<file path="config.mk">
export PLATFORM = sky130hd
export DESIGN_NAME = vector_pair_stream_loader
export DESIGN_NICKNAME = d
export VERILOG_FILES = /design/src/rtl/vector_pair_stream_loader.sv
export SDC_FILE = /design/constraint.sdc
export NUM_CORES = 2
export LEC_CHECK = 0
export BUFFER_PORTS_ARGS = -buffer_cell sky130_fd_sc_hd__buf_2
export CAP_MARGIN = 10
export CORE_AREA = 2 2 437 439
export DETAILED_ROUTE_END_ITERATION = 6
export DIE_AREA = 0 0 439 441
export PLACE_DENSITY_LB_ADDON = 0.1
export SYNTH_ARGS = -nofsm -noshare
export SYNTH_HDL_FRONTEND = slang
export SYNTH_SLANG_ARGS = --single-unit
</file>
<file path="constraint.sdc">
create_clock -name clk -period 2.5 [get_ports clk]
set_input_delay 0.125 -clock clk [delete_from_list [all_inputs] [get_ports clk]]
set_output_delay 0.125 -clock clk [all_outputs]
set_load 0.1 [all_outputs]
</file>
<file path="src/rtl/vector_pair_stream_loader.sv">
// Streaming front-end for the parallel M31 dot-product unit: collects (a, b) element
// pairs into two vector buffers, restarts the unit, waits for its result and hands
// the result out over a valid/ready port.
module vector_pair_stream_loader #(
  parameter int unsigned WORD_WIDTH  = 31,
  parameter int unsigned VECTOR_SIZE = 16,
  parameter int unsigned IDX_WIDTH   = $clog2(VECTOR_SIZE + 1)
) (
  input  logic                                   clk,
  input  logic                                   reset,
  // element-pair input stream
  input  logic                                   in_valid,
  output logic                                   in_ready,
  input  logic [WORD_WIDTH-1:0]                  in_a,
  input  logic [WORD_WIDTH-1:0]                  in_b,
  input  logic                                   in_last,
  // dot-product unit side
  output logic [VECTOR_SIZE-1:0][WORD_WIDTH-1:0] dp_vec1,
  output logic [VECTOR_SIZE-1:0][WORD_WIDTH-1:0] dp_vec2,
  output logic                                   dp_reset,
  input  logic [WORD_WIDTH-1:0]                  dp_result,
  input  logic                                   dp_valid,
  // result output stream
  output logic                                   out_valid,
  input  logic                                   out_ready,
  output logic [WORD_WIDTH-1:0]                  out_data
);

  localparam int unsigned SelWidth = (VECTOR_SIZE > 1) ? $clog2(VECTOR_SIZE) : 1;
  // All-ones word is the modulus 2^31-1, i.e. a non-canonical encoding of zero.
  localparam logic [WORD_WIDTH-1:0] Modulus = {WORD_WIDTH{1'b1}};
  localparam logic [IDX_WIDTH-1:0]  LastIdx = IDX_WIDTH'(VECTOR_SIZE - 1);

  typedef enum logic [1:0] {StLoad, StStart, StWait, StOut} state_e;

  state_e                                 state_q, state_d;
  logic [IDX_WIDTH-1:0]                   index_q, index_d;
  logic [VECTOR_SIZE-1:0][WORD_WIDTH-1:0] vec1_q, vec1_d;
  logic [VECTOR_SIZE-1:0][WORD_WIDTH-1:0] vec2_q, vec2_d;
  logic [WORD_WIDTH-1:0]                  out_data_q, out_data_d;

  function automatic logic [WORD_WIDTH-1:0] canonical(input logic [WORD_WIDTH-1:0] x);
    return (x == Modulus) ? '0 : x;
  endfunction

  // Next-state logic: buffer fill, restart pulse, result capture and drain.
  always_comb begin
    state_d    = state_q;
    index_d    = index_q;
    vec1_d     = vec1_q;
    vec2_d     = vec2_q;
    out_data_d = out_data_q;
    unique case (state_q)
      StLoad: begin
        if (in_valid) begin
          vec1_d[index_q[SelWidth-1:0]] = canonical(in_a);
          vec2_d[index_q[SelWidth-1:0]] = canonical(in_b);
          index_d = index_q + IDX_WIDTH'(1);
          // Leaving on the last slot keeps index within the buffer while loading.
          if (in_last || (index_q == LastIdx)) begin
            state_d = StStart;
          end
        end
      end
      // dp_valid may still be high from the previous run here, so it is not looked at.
      StStart: state_d = StWait;
      StWait: begin
        if (dp_valid) begin
          out_data_d = canonical(dp_result);
          state_d    = StOut;
        end
      end
      StOut: begin
        if (out_ready) begin
          vec1_d  = '0;
          vec2_d  = '0;
          index_d = '0;
          state_d = StLoad;
        end
      end
      default: state_d = StLoad;
    endcase
  end

  // State and datapath registers with synchronous reset.
  always_ff @(posedge clk) begin
    if (reset) begin
      state_q    <= StLoad;
      index_q    <= '0;
      vec1_q     <= '0;
      vec2_q     <= '0;
      out_data_q <= '0;
    end else begin
      state_q    <= state_d;
      index_q    <= index_d;
      vec1_q     <= vec1_d;
      vec2_q     <= vec2_d;
      out_data_q <= out_data_d;
    end
  end

  // Outputs decode from registered state; the unit is also held in reset with us.
  always_comb begin
    in_ready  = (state_q == StLoad);
    out_valid = (state_q == StOut);
    dp_reset  = reset | (state_q == StStart);
    out_data  = out_data_q;
    dp_vec1   = vec1_q;
    dp_vec2   = vec2_q;
  end

endmodule

</file>
==> flow_summary.yaml <==
status:
  outcome: "finished clean"
cts:
  cts-root-buf: "clkbuf_16"
  path_clk_slew_ns: 0.06
  clock_latency_ns: 0.79
  cts_sinks: 1030
  numCtsBuffers: 131
  cts_tree: "done"
  htree_levels: 4
  clockBufferDepth: 3
yosys:
  ys_ff_latch: 1030
  synth_flop_cell: "dfxtp_1"
  synth_async_sr_flop_share_pct: 0
  synth_top_cell_area_share_pct: 59.92
  yosysSeqAreaShare_pct: 59.92
  synth_edf_count: 0
  syn_area_per_cell_um2: 12.77
  syn_nets: 2804
  synth.area.top_cells: "dfxtp_1 (60%), a32o_1 (29%), clkbuf_1 (2.8%)"
  yosys.area.top_type: "dfxtp_1"
  synthDistinctLibCells: 38
  syn_inst: 2695
  yosys_warnings: 0
  netlist_area_mm2: 0.03441
placed_design:
  dpl.cell_count: 6057
  dp_hpwl_um: 140700
  dpl_cell_area_mm2: 0.04374
  port_buffers: 1124
  place_congestion: 0.7647
run:
  cap_violations: 0
hold_path:
  hp-start: "in_b[27]"
  hold_path_class: "input port to register"
  min_delay_worst_endpoint: "dp_vec2[368]$_SDFFE_PP0P_"
  holdPathStages: 3
setup_path:
  start_kind: "register"
  r2r.worst_path.cells: 9
  arrival_ns: 3.07
  crit_required_ns: 3.22
  r2r-end: "dp_vec2[438]$_SDFFE_PP0P_"
  cp-end-kind: "register"
  crit_fanout: 23
  path_class: "register to register"
  r2r-start: "state_q[0]$_SDFFE_PP0P_"
  r2r_setup_slack_ns: 0.16
routing:
  vias_per_cell: 4.822
  firstDrtPassIters: 6
  antenna_left: 0
  drc: 0
  drt_iter0_drc: 2334
  wire_per_inst_um: 32.02
  vias: 30697
  wl_um: 203900
power_and_ir_drop:
  sw_frac_of_total_pct: 37.86
  pwr-share-clk_pct: 38.3
  p_int_mw: 30.14
  p_sw_mw: 18.36
  p_leak_nw: 20.69
  p_per_area_mw_per_mm2: 996.0
  share_comb_of_total_power_pct: 25.2
  max-vdd-ir-drop_mv: 0.4784
  seqPwrFrac_pct: 36.5
sta:
  hold_viol_final: 0
  finalClockSkew_ns: 0.02329
  fin_crit_sh_pct: 93.78
  grt_setup_unrepaired: "false"
  fmax_mhz: 426.5
  tightest_slew_ns: 1.096
  slew_violations: 0
  timing.slew.headroom_pct: 26.95
  setup_viol: 0
  period_needed_ns: 2.345
finish:
  area_growth_pct: 41.50
  nNetsFinal: 3870
  finalInstanceArea_mm2: 0.04869
  final_common_cell: "buf_2"
  drive_above_1_share_pct: 41.50
  most-common-layout-cells: "buf_2 (1123), dfxtp_1 (1029), a32o_1 (992), clkbuf_16 (133), buf_4 (101)"
  num-fill-cells: 20260
  fin_cells: 6366
global_route:
  antenna_found_initial: 16
  grt_use_total_pct: 19.97
  grt_first_pass_wirelength_um: 267400
  grt_pass1_vias: 29298
  overflow: 0
  grt_max_degree: 153
floorplan:
  fp.dieH_um: 441
  num_io_pins: 1125
  die_w_um: 439
  fp-row-count: 160
  initial_core_util_pct: 18.19
  dieArea_mm2: 0.1936
  core-area_mm2: 0.1892
[cell type report]
class | count | area (um2) | area share [%]
Sequential cell | 1030 | 20620 | 42.35
Multi-Input combinational cell | 1206 | 11990 | 24.63
Timing Repair Buffer | 1386 | 8791 | 18.05
Clock buffer | 183 | 3676 | 7.549
Tap cell | 2511 | 3142 | 6.452
Clock inverter | 37 | 431.7 | 0.8865
Inverter | 6 | 22.52 | 0.04625
Antenna cell | 7 | 17.52 | 0.03597
[stage by stage]
stage	worst slack [ns]	util [%]	hold slack [ns]	total power, mW	setup TNS, ns
after global routing	0.01323	25.73	0.03484	50.11	0
after detailed placement	0.1529	23.12	0.3677	30.28	0
final	0.1554	25.74	0.08712	48.50	0
after global placement	-0.1660	23.11	0.3597	30.27	-6.967
after CTS	0.05464	25.73	0.009091	49.32	0
after floorplan	0.09056	-	0.2581	26.62	0
[worst max-delay path, cell delays in order (launching register included)]
cell and delay (ns):
dfxtp_1 0.36, inv_1 0.08, ha_2 0.21, mux2_4 0.28
buf_4 0.17, and3_1 0.33, a31oi_4 0.27, buf_12 0.22
buf_12 0.19, a32o_1 0.13
[Yosys cell counts, types with 3 or more instances]
library cell and n:
a32o_1 992, ha_1 10, nand3_1 5, buf_4 3, nor2_1 12, nand3_2 3
buf_6 51, dfxtp_1 1030, nor2b_1 65, nor4_1 6, a21oi_4 8, buf_1 43
and3_1 6, a21oi_2 4, buf_2 95, inv_1 6, a31oi_4 4, nand2b_1 3
nand4_1 21, a21oi_1 3, a22o_1 31, nor3_2 4, nor2_2 7, nand2_1 7
clkbuf_1 261
[sequential cells by signal, summed over array words and instances, names as in the netlist]
signal / count
out_data: 31
dp_vec1: 496
index_q: 5
state_q: 2
dp_vec2: 496
[metal layers]
layer | track usage (%) | vias up | part of all wire [%]
li1 | - | 13145 | -
met1 | 23.48 | 16220 | 40
met5 | 0 | - | 0
met2 | 35.10 | 1039 | 51
met4 | 8.292 | 0 | 4.0
met3 | 4.149 | 293 | 5.4
[power groups by stage]
stage | clock (mW) | sequential [mW] | combinational (mW)
finish | 18.6 | 17.7 | 12.2
detailed placement | 0 | 18.0 | 12.2
global placement | 0 | 18.0 | 12.2
floorplan | 0 | 24.0 | 2.65
global route | 19.8 | 17.8 | 12.5
CTS | 19.2 | 17.7 | 12.4
[how the worst max path moves through the flow]
stage	from	end	slack, ns
4_1_cts	state_q[1]$_SDFFE_PP0P_	dp_reset	0.05
2_1_floorplan	state_q[0]$_SDFFE_PP0P_	dp_vec1[31]$_SDFFE_PP0P_	0.09
3_5_place_dp	state_q[0]$_SDFFE_PP0P_	dp_vec2[438]$_SDFFE_PP0P_	0.15
3_3_place_gp	state_q[0]$_SDFFE_PP0P_	dp_vec2[375]$_SDFFE_PP0P_	-0.17
6_report	state_q[0]$_SDFFE_PP0P_	dp_vec2[438]$_SDFFE_PP0P_	0.16
5_1_grt	state_q[1]$_SDFFE_PP0P_	dp_reset	0.01
[logic make-up (layout without fill, tap and decap cells)]
group,count (synthesis),count (layout),share of synthesized area (%)
compound gates,1047,1047,30.53
flops,1030,1030,59.92
buf+inv,459,1612,6.497
simple gates,144,144,2.541
fa+ha+maj,10,10,0.3636
mux,3,3,0.1018
xor+xnor,2,2,0.05091
other cells,0,7,0
[timing repair]
action	4_1_cts	5_1_grt
endpoints found under the hold margin	99	0
buffers inserted	0	0
gates resized for setup	0	2
setup endpoints to repair	0	7
hold buffers	82	0
No activity file was read; power rests on OpenSTA's default activity.
